File: config.mk
export PLATFORM = sky130hd
export DESIGN_NAME = ex_result_buffer_flat
export DESIGN_NICKNAME = d
export VERILOG_FILES = /design/src/rtl/ex_result_buffer_if.sv /design/src/rtl/ex_result_buffer.sv /design/src/flat_wrapper.sv
export SDC_FILE = /design/constraint.sdc
export NUM_CORES = 1
export LEC_CHECK = 0
export CELL_PAD_IN_SITES_DETAIL_PLACEMENT = 1
export CELL_PAD_IN_SITES_GLOBAL_PLACEMENT = 1
export CORE_ASPECT_RATIO = 0.7
export CORE_MARGIN = 2
export CORE_UTILIZATION = 35
export DETAILED_ROUTE_END_ITERATION = 12
export PLACE_DENSITY_LB_ADDON = 0.1
export SLEW_MARGIN = 20
export SYNTH_ARGS = -nofsm -noshare
export SYNTH_HDL_FRONTEND = slang
export SYNTH_SLANG_ARGS = --single-unit
File: constraint.sdc
create_clock -name clk -period 4.2 [get_ports clk]
set_input_delay 0.42 -clock clk [delete_from_list [all_inputs] [get_ports clk]]
set_output_delay 0.42 -clock clk [all_outputs]
set_load 0.02 [all_outputs]
File: src/rtl/ex_result_buffer_if.sv
// Handshake bundle between the ALU stage, the result buffer and the memory/writeback stage.
// The buffer itself connects through the slave modport.
interface ex_result_buffer_if #(
    parameter int WORDSIZE = 64
);
    logic                in_valid;
    logic                in_ready;
    logic [WORDSIZE-1:0] in_result;
    logic [3:0]          in_flags;
    logic [2:0]          in_funct3;
    logic [4:0]          in_rd;
    logic                in_is_branch;
    logic [WORDSIZE-1:0] in_target;
    logic                flush;
    logic                out_valid;
    logic                out_ready;
    logic [WORDSIZE-1:0] out_result;
    logic [4:0]          out_rd;
    logic                out_overflow;
    logic                redirect_valid;
    logic [WORDSIZE-1:0] redirect_target;
    logic                illegal_branch;

    modport master (
        output in_valid, in_result, in_flags, in_funct3, in_rd, in_is_branch, in_target,
        output flush, out_ready,
        input  in_ready, out_valid, out_result, out_rd, out_overflow,
        input  redirect_valid, redirect_target, illegal_branch
    );

    modport slave (
        input  in_valid, in_result, in_flags, in_funct3, in_rd, in_is_branch, in_target,
        input  flush, out_ready,
        output in_ready, out_valid, out_result, out_rd, out_overflow,
        output redirect_valid, redirect_target, illegal_branch
    );
endinterface

File: src/rtl/ex_result_buffer.sv
// Two-entry skid buffer after the ALU: holds results in FIFO order and resolves
// conditional branches at push time, pulsing a redirect to fetch one cycle later.
module ex_result_buffer #(
    parameter int WORDSIZE = 64,
    parameter int DEPTH    = 2
) (
    input  logic         clk,
    input  logic         rst_n,
    ex_result_buffer_if.slave bus
);
    localparam logic [1:0] FULL_COUNT = 2'(DEPTH);

    logic [1:0]          count_r;
    logic                wr_ptr_r;
    logic                rd_ptr_r;
    logic [WORDSIZE-1:0] res_mem_r [2];
    logic [4:0]          rd_mem_r  [2];
    logic [1:0]          ovf_mem_r;
    logic                redirect_valid_r;
    logic [WORDSIZE-1:0] redirect_target_r;
    logic                illegal_branch_r;

    logic in_ready_s;
    logic out_valid_s;
    logic push_s;
    logic pop_s;
    logic taken_s;
    logic illegal_s;

    assign in_ready_s  = (count_r < FULL_COUNT);
    assign out_valid_s = (count_r != 2'd0);
    // Flush overrides both sides of the handshake for the edge it is sampled on.
    assign push_s      = bus.in_valid && in_ready_s && !bus.flush;
    assign pop_s       = out_valid_s && bus.out_ready && !bus.flush;

    // Branch condition decode from ALU flags: [3]=eq, [2]=slt, [1]=ult.
    always_comb begin
        taken_s   = 1'b0;
        illegal_s = 1'b0;
        case (bus.in_funct3)
            3'b000:  taken_s = bus.in_flags[3];
            3'b001:  taken_s = !bus.in_flags[3];
            3'b100:  taken_s = bus.in_flags[2];
            3'b101:  taken_s = !bus.in_flags[2];
            3'b110:  taken_s = bus.in_flags[1];
            3'b111:  taken_s = !bus.in_flags[1];
            default: illegal_s = 1'b1;
        endcase
    end

    // Occupancy and read/write pointers.
    always_ff @(posedge clk or negedge rst_n) begin
        if (!rst_n) begin
            count_r  <= 2'd0;
            wr_ptr_r <= 1'b0;
            rd_ptr_r <= 1'b0;
        end else if (bus.flush) begin
            count_r  <= 2'd0;
            wr_ptr_r <= 1'b0;
            rd_ptr_r <= 1'b0;
        end else begin
            if (push_s) begin
                wr_ptr_r <= ~wr_ptr_r;
            end
            if (pop_s) begin
                rd_ptr_r <= ~rd_ptr_r;
            end
            case ({push_s, pop_s})
                2'b10:   count_r <= count_r + 2'd1;
                2'b01:   count_r <= count_r - 2'd1;
                default: count_r <= count_r;
            endcase
        end
    end

    // Entry storage; branch entries are stored with rd=0 so they never write back.
    always_ff @(posedge clk or negedge rst_n) begin
        if (!rst_n) begin
            for (int i = 0; i < 2; i++) begin
                res_mem_r[i] <= '0;
                rd_mem_r[i]  <= 5'd0;
            end
            ovf_mem_r <= 2'b00;
        end else if (push_s) begin
            res_mem_r[wr_ptr_r] <= bus.in_result;
            rd_mem_r[wr_ptr_r]  <= bus.in_is_branch ? 5'd0 : bus.in_rd;
            ovf_mem_r[wr_ptr_r] <= bus.in_flags[0];
        end
    end

    // One-cycle redirect / illegal pulses for branches accepted on this edge.
    always_ff @(posedge clk or negedge rst_n) begin
        if (!rst_n) begin
            redirect_valid_r  <= 1'b0;
            redirect_target_r <= '0;
            illegal_branch_r  <= 1'b0;
        end else begin
            redirect_valid_r  <= push_s && bus.in_is_branch && taken_s;
            redirect_target_r <= (push_s && bus.in_is_branch && taken_s) ? bus.in_target : '0;
            illegal_branch_r  <= push_s && bus.in_is_branch && illegal_s;
        end
    end

    assign bus.in_ready        = in_ready_s;
    assign bus.out_valid       = out_valid_s;
    assign bus.out_result      = out_valid_s ? res_mem_r[rd_ptr_r] : '0;
    assign bus.out_rd          = out_valid_s ? rd_mem_r[rd_ptr_r] : 5'd0;
    assign bus.out_overflow    = out_valid_s ? ovf_mem_r[rd_ptr_r] : 1'b0;
    assign bus.redirect_valid  = redirect_valid_r;
    assign bus.redirect_target = redirect_target_r;
    assign bus.illegal_branch  = illegal_branch_r;
endmodule
File: src/flat_wrapper.sv
// flat-port wrapper written by rule: the top's interface ports become plain ports
module ex_result_buffer_flat 
#(
    parameter int WORDSIZE = 64,
    parameter int DEPTH    = 2
)
  (clk, rst_n, bus_in_valid, bus_in_result, bus_in_flags, bus_in_funct3, bus_in_rd, bus_in_is_branch, bus_in_target, bus_flush, bus_out_ready, bus_in_ready, bus_out_valid, bus_out_result, bus_out_rd, bus_out_overflow, bus_redirect_valid, bus_redirect_target, bus_illegal_branch);
  ex_result_buffer_if #(.WORDSIZE(WORDSIZE)) bus_i ();
  input  logic clk;
  input  logic rst_n;
  input wire logic [$bits(bus_i.in_valid)-1:0] bus_in_valid;
  input wire logic [$bits(bus_i.in_result)-1:0] bus_in_result;
  input wire logic [$bits(bus_i.in_flags)-1:0] bus_in_flags;
  input wire logic [$bits(bus_i.in_funct3)-1:0] bus_in_funct3;
  input wire logic [$bits(bus_i.in_rd)-1:0] bus_in_rd;
  input wire logic [$bits(bus_i.in_is_branch)-1:0] bus_in_is_branch;
  input wire logic [$bits(bus_i.in_target)-1:0] bus_in_target;
  input wire logic [$bits(bus_i.flush)-1:0] bus_flush;
  input wire logic [$bits(bus_i.out_ready)-1:0] bus_out_ready;
  output wire logic [$bits(bus_i.in_ready)-1:0] bus_in_ready;
  output wire logic [$bits(bus_i.out_valid)-1:0] bus_out_valid;
  output wire logic [$bits(bus_i.out_result)-1:0] bus_out_result;
  output wire logic [$bits(bus_i.out_rd)-1:0] bus_out_rd;
  output wire logic [$bits(bus_i.out_overflow)-1:0] bus_out_overflow;
  output wire logic [$bits(bus_i.redirect_valid)-1:0] bus_redirect_valid;
  output wire logic [$bits(bus_i.redirect_target)-1:0] bus_redirect_target;
  output wire logic [$bits(bus_i.illegal_branch)-1:0] bus_illegal_branch;
  assign bus_i.in_valid = bus_in_valid;
  assign bus_i.in_result = bus_in_result;
  assign bus_i.in_flags = bus_in_flags;
  assign bus_i.in_funct3 = bus_in_funct3;
  assign bus_i.in_rd = bus_in_rd;
  assign bus_i.in_is_branch = bus_in_is_branch;
  assign bus_i.in_target = bus_in_target;
  assign bus_i.flush = bus_flush;
  assign bus_i.out_ready = bus_out_ready;
  assign bus_in_ready = bus_i.in_ready;
  assign bus_out_valid = bus_i.out_valid;
  assign bus_out_result = bus_i.out_result;
  assign bus_out_rd = bus_i.out_rd;
  assign bus_out_overflow = bus_i.out_overflow;
  assign bus_redirect_valid = bus_i.redirect_valid;
  assign bus_redirect_target = bus_i.redirect_target;
  assign bus_illegal_branch = bus_i.illegal_branch;
  ex_result_buffer #(.WORDSIZE(WORDSIZE), .DEPTH(DEPTH)) u_core (.clk(clk), .rst_n(rst_n), .bus(bus_i));
endmodule
Word level (Yosys, flattened, before mapping). Index checks and enable logic that the tools add are counted.

Reduce and logical (&&, ||, !) cells: 19. Muxes and demuxes: 30. $add $sub $neg: 2. Bitwise operators: 4. Equal/unequal tests: 7. $lt $le $gt $ge: 7.

Operators with widths (count): 64-bit 2-to-1 mux (6); 128-bit bitwise mux (1); 64-bit demux with 1-bit select (1); 5-bit 2-to-1 mux (6); 3-bit == test (second input constant) (4); 10-bit bitwise mux (1); 1-bit logical AND (9); 1-bit 2-to-1 mux (9); 1-bit case mux with 6 select lines (1); 2-bit nonzero test (3); 6-bit OR reduction (1); 5-bit demux with 1-bit select (1); 2-bit >= comparator (second input constant) (2); 1-bit logical NOT (4); 1-bit by 2-bit < comparator with 1-bit output (second input constant) (2); 1-bit inverter with 2-bit output (2); 2-bit case mux with 2 select lines (1); 3-bit by 1-bit == test with 1-bit output (second input constant) (1); 3-bit logical NOT (1); 3-bit nonzero test (1); 2-bit by 1-bit adder with 2-bit output (second input constant) (1); 2-bit bitwise mux (1); 2-bit by 1-bit == test with 1-bit output (second input constant) (1); 2-bit == test (second input constant) (1); other kinds (7) (8).

Word-level logic and storage cells: 80. Input bits: 146. Bits in registers: 210. Output and inout port bits: 138.

Longest topological paths before layout. Gate-level depths: netlist (run 1).

Word-level depth: 6. Depth in mapped cells: 6. Gate-level depth less buffers: 3.

Worst setup path after synthesis (run 1). Ideal clock, no wire load.

Path type: register to output. From: register u_core.rd_ptr_r. To: output port bus_out_overflow. Buffers on the path: 2. Arrival time: 1.431 ns. Required time: 3.780 ns. Setup slack: 2.349 ns. Stages on the path, launching flop included: 5. Cell sequence: dfrtp_1 clkbuf_1 buf_1 mux2i_1 nor2_1.

Word-level cells in the longest chain between the ends: 3.

Ends and longest elaborated chain: from (decl) (RTL line ex_result_buffer.sv:15) `logic rd_ptr_r;`; from (signal assigned) (RTL line ex_result_buffer.sv:66) `rd_ptr_r <= ~rd_ptr_r;`; 1-bit 2-to-1 mux (implied by the code) (2 in a row) (RTL line ex_result_buffer.sv:108) `assign bus.out_overflow = out_valid_s ? ovf_mem_r[rd_ptr_r] : 1'b0;`; 1-bit 2-to-1 mux (RTL line ex_result_buffer.sv:108); to (decl) (RTL line flat_wrapper.sv:24) `output wire logic [$bits(bus_i.out_overflow)-1:0] bus_out_overflow;`.

Every way passes these cells. The select of a mux whose other input is x is not followed.

Worst setup path in the final report (run 1).
From: register u_core.rd_ptr_r. To: output port bus_out_result[29].

Word-level cells in the longest chain between the ends: 5.

Ends and longest elaborated chain: 1-bit inverter with 2-bit output (implied by the code) (RTL line ex_result_buffer.sv:106) `assign bus.out_result = out_valid_s ? res_mem_r[rd_ptr_r] : '0;`; 64-bit 2-to-1 mux (implied by the code) (3 in a row) (RTL line ex_result_buffer.sv:106); 64-bit 2-to-1 mux (RTL line ex_result_buffer.sv:106); to (decl) (RTL line flat_wrapper.sv:22) `output wire logic [$bits(bus_i.out_result)-1:0] bus_out_result;`.

Every way passes these cells. The select of a mux whose other input is x is not followed.

==> impl_metrics.ini, run 1 <==
[detailed_routing]
wl_per_cell_um = 19.7
drtPass1Iterations = 4
drtAntennaViolNets = 0
viasPerCell = 4.93
vias = 6580
drt_wl_total_um = 26300
drt_iter0_markers = 204
drc = 0

[critical_path]
end_kind = primary output
reg2reg_setup_slack_ns = 1.77
cp_max_fo = 38
crit_path_start_kind = flip-flop
crit_required_ns = 3.78
worstSetupStartpoint = u_core.rd_ptr_r
r2r_cells = 3
reg2reg_to = u_core.res_mem_r[91]
setup.worst_path.end = bus_out_result[29]
worstPathArrival_ns = 2.74
path_class = reg -> out
regToRegStartpoint = u_core.count_r[1]

[place]
io_buffers = 283
gp_congestion = 0.731
dpl.hpwl_um = 17700
place_ws_ns = 1.27

[floorplan]
initial_utilization = 0.355
die_x_um = 196
rows = 49
core_area_um2 = 25600
dieArea_um2 = 27300
die_h_um = 139
ioPinCount = 284

[synthesis]
synthesis.nets = 870
netlist_area_um2 = 9080
ys_ff_latch = 210
postSynthCellCount = 724
synth.avg_cell_area_um2 = 12.5
ys_warn_count = 0
yosys.cell_types.count = 23
ys_seq_area_frac = 0.579

[clock_network]
postCtsSetupBuffers = 0
htree_levels = 1
cts_buffer_depth = 3
path_clk_slew_ns = 0.06
clock_latency_ns = 0.51
cts_made_buffers = 23
tritoncts = yes
clkSinkCount = 210
cts_root_buf = clkbuf_16

[finish]
fillers = 2656
fin_util = 0.509
layout_common_cells = 282 x clkdlybuf4s50_1, 209 x dfrtp_1, 90 x mux2_2, 74 x nor2_1, 70 x mux2i_1
drive_gt1_frac = 0.189
multi_input_comb_area_um2 = 3590
regArea_um2 = 5260
diodes = 0
layout_commonest_cell = clkdlybuf4s50_1
fin_nets = 1136
syn2layout_area_growth_pct = 43.4

[job]
max-cap-violations = 0

[sta]
min_period_ns = 3.16
fmax_ghz = 0.317
fin_ws_ns = 1.04
drv_slew = 0
max-slew-margin-rel = 0.317
fin_setup_tns_ns = 0
setup_violations = 0
hold_ws_ns = 0.443
grt_setup_unrepaired = no
fin_crit_sh = 0.752
hold_viol_final = 0
worstMarginPinSlew_ns = 1.03
skew_ns = 0.0149

[grt]
grt_pass1_vias = 7182
antenna_found_initial = 2
grt.total_usage = 0.193
grt_first_pass_wirelength_um = 41500
grt-ovfl-total = 0
grt_max_degree = 76

[run_status]
status = complete, no violations

[power_and_ir_drop]
peakVddDrop_mv = 0.223
cellLeakagePower_nw = 5.46
powerDensity_nw_per_um2 = 461
power_mw = 6.01

[hold_path]
min_path_type = in -> reg
## report_power, final
group	switching (mW)	leakage, nW	total, mW	internal (mW)
logic	0.574	2.44	1.35	0.779
registers	0.225	2.65	2.64	2.42
clock network	0.819	0.366	2.01	1.19
## worst min-delay path by stage
stage / start / endpoint / slack (ns) / depth (start not counted)
2_1_floorplan: rst_n / u_core.bus.illegal_branch / 0.12 / 0
3_3_place_gp: u_core.rd_mem_r[3] / u_core.rd_mem_r[3] / 0.46 / 2
3_5_place_dp: u_core.rd_mem_r[3] / u_core.rd_mem_r[3] / 0.47 / 2
4_1_cts: bus_in_target[44] / u_core.bus.redirect_target[44] / 0.42 / 3
5_1_grt: bus_in_target[44] / u_core.bus.redirect_target[44] / 0.44 / 3
6_report: bus_in_target[13] / u_core.bus.redirect_target[13] / 0.44 / 3
## sequential cells by signal, summed over array words and instances (netlist names)
name                        count
u_core.count_r                  2
u_core.res_mem_r              128
u_core.bus.redirect_target     64
u_core.rd_mem_r                10
u_core.bus.illegal_branch       1
u_core.bus.redirect_valid       1
u_core.rd_ptr_r                 1
u_core.wr_ptr_r                 1
u_core.ovf_mem_r                2
## synthesized netlist by cell type
cell,n,area (um2)
dfrtp_1,210,5260
mux2_2,90,1010
nor2_1,75,282
mux2i_1,70,701
a21oi_1,67,335
nand3_1,64,320
mux2_4,40,601
clkbuf_1,29,109
buf_2,15,75.1
nand2_1,12,45.0
o21ai_0,12,60.1
buf_1,11,41.3
nand2b_1,7,43.8
buf_6,5,56.3
a2bb2oi_1,3,26.3
nor2b_1,3,18.8
xor2_1,3,26.3
inv_1,2,7.51
xnor2_1,2,17.5
nand3b_1,1,7.51
nand4bb_1,1,11.3
nor4bb_1,1,10.0
or4b_4,1,13.8
## stage by stage
| step | std cells | area [um2] |
|---|---|---|
| 3_3_place_gp | 1295 | 12300 |
| 2_1_floorplan | 724 | 9080 |
| 3_5_place_dp | 1295 | 12300 |
| 6_report | 1336 | 13000 |
| 4_1_cts | 1336 | 13000 |
| 5_1_grt | 1336 | 13000 |
## critical path: stages, from the launching register on
cell	delay, ns
dfrtp_4	0.90
buf_4	0.40
mux2i_1	0.12
nor2_1	0.17
clkdlybuf4s50_1	0.63
## logic make-up after synthesis
| group | share of synthesized area |
|---|---|
| muxes | 0.255 |
| buffers and inverters | 0.0318 |
| DFF | 0.579 |
| AOI/OAI and AO/OA | 0.0465 |
| and+or+nand+nor | 0.0829 |
| xor gates and xnor gates | 0.00483 |
## layer usage
metal / vias up / global-route usage / share of wire
met5: - / 0 / 0.00088
met1: 3324 / 0.248 / 0.43
met4: 4 / 0.0355 / 0.017
met2: 181 / 0.306 / 0.45
li1: 3037 / - / -
met3: 34 / 0.0863 / 0.098
## layout make-up
cell class,instances,area share
flip-flops and latches,210,0.404
multi-input cells,452,0.276
repair buffers,301,0.230
clock buffers,35,0.0531
well taps,331,0.0318
clock inverters,5,0.00433
inverters,2,0.000577
## timing repair
action                                 CTS  global route
gates resized for setup                  0             0
hold buffers                             1             0
endpoints found under the hold margin   72             0
Note: power is estimated with default switching activity, not from simulation.
==> inputs of run 2 (changes only) <==
==> constraint.sdc (replaced) <==
create_clock -name clk -period 3 [get_ports clk]
set_input_delay 0.3 -clock clk [delete_from_list [all_inputs] [get_ports clk]]
set_output_delay 0.3 -clock clk [all_outputs]
set_load 0.02 [all_outputs]
==> run 2 against run 1 <==
- sequential cell count did not move
- worst setup slack lost 0.72 ns
- clock power increased by 34%
- register-to-register slack worse by 0.80 ns
- final cell count shrank 0.22%
- critical path type unchanged
==> impl_metrics.ini, run 2 (synthesis gave the netlist of run 1 again) <==
[floorplan]
die_x_um = 196
die_h_um = 139
initial_utilization = 0.355
rows = 49
ioPinCount = 284
core_area_um2 = 25600
dieArea_um2 = 27300

[clock_network]
cts_buffer_depth = 3
htree_levels = 1
postCtsResizedCells = 0
clkSinkCount = 210
path_clk_slew_ns = 0.06
clock_latency_ns = 0.49
tritoncts = yes
cts_root_buf = clkbuf_16
cts_made_buffers = 22
postCtsSetupBuffers = 0

[finish]
largest_reg_flops = 128
syn2layout_area_growth_pct = 44.0
layout_commonest_cell = clkdlybuf4s50_1
final_cells = 1333
drive_gt1_frac = 0.184
layout_common_cells = 282 x clkdlybuf4s50_1, 209 x dfrtp_1, 90 x mux2_2, 74 x nor2_1, 70 x mux2i_1
fin_util = 0.511
diodes = 0
fillers = 2644
fin_nets = 1135
max_flop_register = u_core.res_mem_r

[sta]
max-slew-margin-rel = 0.601
worstMarginPinSlew_ns = 0.597
min_period_ns = 2.68
hold_viol_final = 0
grt_setup_unrepaired = no
fin_crit_sh = 0.892
skew_ns = 0.00692
drv_slew = 0
fmax_ghz = 0.374
setup_violations = 0
fin_setup_tns_ns = 0

[critical_path]
crit_required_ns = 2.70
slowest_delay_ns = 0.72
worstPathArrival_ns = 2.38
crit_slowest_cell = dfrtp_4
crit_path_start_kind = flip-flop
end_kind = primary output
crit_chain = buf_4 -> mux2i_1 -> nor2_1 -> clkdlybuf4s50_1
cp_max_fo = 21
path_class = reg -> out

[power_and_ir_drop]
share_seq_of_total_power = 0.444
powerDensity_nw_per_um2 = 635
power_frac_clock = 0.325
internal_power_mw = 6.11
cellLeakagePower_nw = 5.47
comb_power_share = 0.231
peakVddDrop_mv = 0.358
switching_share = 0.263
p_sw_mw = 2.19

[hold_path]
min_path_type = in -> reg

[detailed_routing]
drtAntennaViolNets = 0
drc = 0
drtPass1Iterations = 4
vias = 6588
viasPerCell = 4.94
drt_wl_total_um = 25800
wl_per_cell_um = 19.3
drt_iter0_markers = 185

[job]
max-cap-violations = 0

[grt]
grt_max_degree = 69
grt.total_usage = 0.189
grt_pass1_vias = 7169
grt_first_pass_wirelength_um = 40800
grt-ovfl-total = 0
antenna_found_initial = 1

[run_status]
status = complete, no violations

[place]
dpl.hpwl_um = 17300
dp_cells = 1295
io_buffers = 283
gp_congestion = 0.711
-- run 2: cell count changes in the layout (fill, tap and decap cells not counted), sizes merged --
cell,change
clkinv,-1
bufinv,+1
clkinvlp,-1
clkbuf,-2
-- run 2: power by group through the flow --
stage / sequential [mW] / combinational [mW] / clock, mW
6_report: 3.69 / 1.92 / 2.69
5_1_grt: 3.76 / 2.09 / 2.90
4_1_cts: 3.69 / 1.96 / 2.80
2_1_floorplan: 3.64 / 1.18 / 0
3_5_place_dp: 3.73 / 1.95 / 0
3_3_place_gp: 3.72 / 1.90 / 0
-- run 2: stage by stage --
step           total power [mW]  worst slack (ns)  instance area [um2]  hold slack [ns]
5_1_grt                    8.76             0.167                13100            0.323
4_1_cts                    8.45             0.264                13100            0.318
3_3_place_gp               5.62             0.680                12400            0.342
2_1_floorplan              4.82              1.27                 9080          0.00441
6_report                   8.30             0.323                13100            0.334
3_5_place_dp               5.68             0.638                12400            0.343
-- run 2: cell type report --
cell class | instances | area, um2 | share of cell area
inverters | 2 | 7.51 | 0.000574
multi-input cells | 452 | 3590 | 0.275
repair buffers | 301 | 3100 | 0.237
clock buffers | 33 | 633 | 0.0484
clock inverters | 4 | 70.1 | 0.00536
well taps | 331 | 414 | 0.0317
flip-flops and latches | 210 | 5260 | 0.402
-- run 2: critical path: cells and delay by family, from the launching register on --
family	cells	cell delay, ns
AND/OR/NAND/NOR	1	0.06
flip-flops	1	0.72
buffers and inverters	2	0.88
multiplexers	1	0.22
-- run 2: final timing paths --
check / startpoint / to / slack [ns] / depth (start not counted)
setup / recovery: u_core.rd_ptr_r / bus_out_result[25] / 0.32 / 4
hold / removal: bus_in_target[30] / u_core.bus.redirect_target[30] / 0.33 / 3
setup reg to reg: u_core.count_r[1] / u_core.res_mem_r[123] / 0.97 / 3
hold reg to reg: u_core.rd_mem_r[8] / u_core.rd_mem_r[8] / 0.48 / 2
max in group asynchronous: rst_n / u_core.res_mem_r[93] / 1.86 / 3
min in group asynchronous: rst_n / u_core.bus.redirect_target[6] / 0.35 / 2
-- run 2: timing repair --
action,in CTS,in global routing
endpoints found under the hold margin,60,0
hold buffers,1,0
setup endpoints to repair,0,0
-- run 2: routing by layer --
metal | up-vias | track usage | routed length, um
met5 | - | 0 | 13
met4 | 2 | 0.0255 | 291
met3 | 18 | 0.0803 | 2440
met2 | 176 | 0.299 | 11800
met1 | 3353 | 0.248 | 11300
li1 | 3039 | - | -
==> inputs of run 3 (changes only) <==
--- a/config.mk
+++ b/config.mk
@@ -5,12 +5,14 @@
 export SDC_FILE = /design/constraint.sdc
 export NUM_CORES = 1
 export LEC_CHECK = 0
+export ABC_CLOCK_PERIOD_IN_PS = 3300
 export CELL_PAD_IN_SITES_DETAIL_PLACEMENT = 1
 export CELL_PAD_IN_SITES_GLOBAL_PLACEMENT = 1
 export CORE_ASPECT_RATIO = 0.7
 export CORE_MARGIN = 2
 export CORE_UTILIZATION = 35
 export DETAILED_ROUTE_END_ITERATION = 12
+export HOLD_SLACK_MARGIN = 0.1
 export PLACE_DENSITY_LB_ADDON = 0.1
 export SLEW_MARGIN = 20
 export SYNTH_ARGS = -nofsm -noshare
==> constraint.sdc (replaced) <==
create_clock -name clk -period 3.3 [get_ports clk]
set_input_delay 0.33 -clock clk [delete_from_list [all_inputs] [get_ports clk]]
set_output_delay 0.33 -clock clk [all_outputs]
set_load 0.02 [all_outputs]
==> run 3 against run 2 <==
- routed wire length grew 1.7%
- count of clock-buffer cells in the layout grew 3
- clock power shrank 6%
- sequential power shrank 8.7%
- critical endpoint is now bus_out_result[9]
- cell area grew 0.11%
- sequential cell count is the same
- sequential share of layout area is essentially flat
- global-route usage grew 0.40 points
==> impl_metrics.ini, run 3 (synthesis gave the netlist of run 1 again) <==
[finish]
final_area_um2 = 13100
syn2layout_area_growth_pct = 44.2
fillers = 2610
largest_reg_flops = 128
drive_gt1_frac = 0.187
fin_nets = 1136
layout_commonest_cell = clkdlybuf4s50_1
max_flop_register = u_core.res_mem_r
multi_input_comb_area_um2 = 3590
layout_common_cells = 282 x clkdlybuf4s50_1, 209 x dfrtp_1, 90 x mux2_2, 74 x nor2_1, 70 x mux2i_1
regArea_um2 = 5260

[critical_path]
end_kind = primary output
reg2reg_setup_slack_ns = 1.30
worstPathArrival_ns = 2.47
path_class = reg -> out
cp_max_fo = 26
crit_path_start_kind = flip-flop
crit_required_ns = 2.97

[detailed_routing]
drc = 0
drtAntennaViolNets = 0
drt_wl_total_um = 26200
drt_iter0_markers = 193
viasPerCell = 4.87
drtPass1Iterations = 4
wl_per_cell_um = 19.6
vias = 6516

[sta]
worstMarginPinSlew_ns = 0.723
fin_crit_sh = 0.849
hold_ws_ns = 0.356
min_period_ns = 2.80
fmax_ghz = 0.357
hold_viol_final = 0
grt_setup_unrepaired = no
fin_setup_tns_ns = 0
max-slew-margin-rel = 0.518
setup_violations = 0
drv_slew = 0
skew_ns = 0.00572

[place]
dpl.hpwl_um = 17600
place_area_um2 = 12300
gp_congestion = 0.720
io_buffers = 283

[power_and_ir_drop]
powerDensity_nw_per_um2 = 584
peakVddDrop_mv = 0.393
cellLeakagePower_nw = 5.48

[clock_network]
cts_root_buf = clkbuf_16
cts_made_buffers = 23
cts_buffer_depth = 3
postCtsSetupBuffers = 0
htree_levels = 1
clkSinkCount = 210
path_clk_slew_ns = 0.06
clock_latency_ns = 0.50
tritoncts = yes

[grt]
antenna_found_initial = 3
grt_pass1_vias = 7125
grt_first_pass_wirelength_um = 41500
grt.total_usage = 0.193
grt-ovfl-total = 0
grt_max_degree = 89

[floorplan]
rows = 49
die_x_um = 196
core_area_um2 = 25600
ioPinCount = 284
dieArea_um2 = 27300
die_h_um = 139
initial_utilization = 0.355

[run_status]
status = complete, no violations

[hold_path]
min_path_type = in -> reg

[job]
max-cap-violations = 0
run 3: critical path, stage by stage, from the launching register on:
cell             delay [ns]
dfrtp_4                0.76
buf_4                  0.33
mux2i_1                0.10
nor2_1                 0.13
clkdlybuf4s50_1        0.64
run 3: layer usage:
metal,global-route usage,routed length [um],share of wire
met1,0.249,11200,0.43
met3,0.0871,2630,0.10
met2,0.303,12000,0.46
met5,0,11,0.00042
met4,0.0335,310,0.012
run 3: where the power goes:
group          internal (mW)  switching (mW)  total, mW
clock network           1.51            1.03       2.54
logic                  0.999           0.737       1.74
registers               3.08           0.289       3.37
run 3: final cells by class:
| cell class | count | area share |
|---|---|---|
| Sequential cell | 210 | 0.402 |
| Multi-Input combinational cell | 452 | 0.274 |
| Tap cell | 331 | 0.0316 |
| Timing Repair Buffer | 301 | 0.235 |
| Clock buffer | 36 | 0.0531 |
| Inverter | 2 | 0.000574 |
| Antenna cell | 3 | 0.000574 |
| Clock inverter | 3 | 0.00306 |
run 3: worst paths after layout:
check                                    from                              to  cells past startpoint
hold reg to reg            u_core.rd_mem_r[1]              u_core.rd_mem_r[1]                      2
max in group asynchronous               rst_n   u_core.bus.redirect_target[5]                      3
setup / recovery              u_core.rd_ptr_r               bus_out_result[9]                      4
hold / removal              bus_in_target[32]  u_core.bus.redirect_target[32]                      3
setup reg to reg            u_core.count_r[1]           u_core.res_mem_r[104]                      3
min in group asynchronous               rst_n   u_core.bus.redirect_target[9]                      2
run 3: stage by stage:
stage	setup slack, ns	power (mW)	std cells	utilization
2_1_floorplan	1.54	4.39	724	-
3_3_place_gp	0.931	5.12	1295	0.483
3_5_place_dp	0.912	5.17	1295	0.483
4_1_cts	0.435	7.77	1335	0.512
5_1_grt	0.348	8.04	1336	0.512
6_report	0.498	7.64	1338	0.512
run 3: repair_timing:
item                                   in CTS  in global routing
gates resized for setup                     0                  0
endpoints found under the hold margin      62                  0
hold buffers                                1                  0
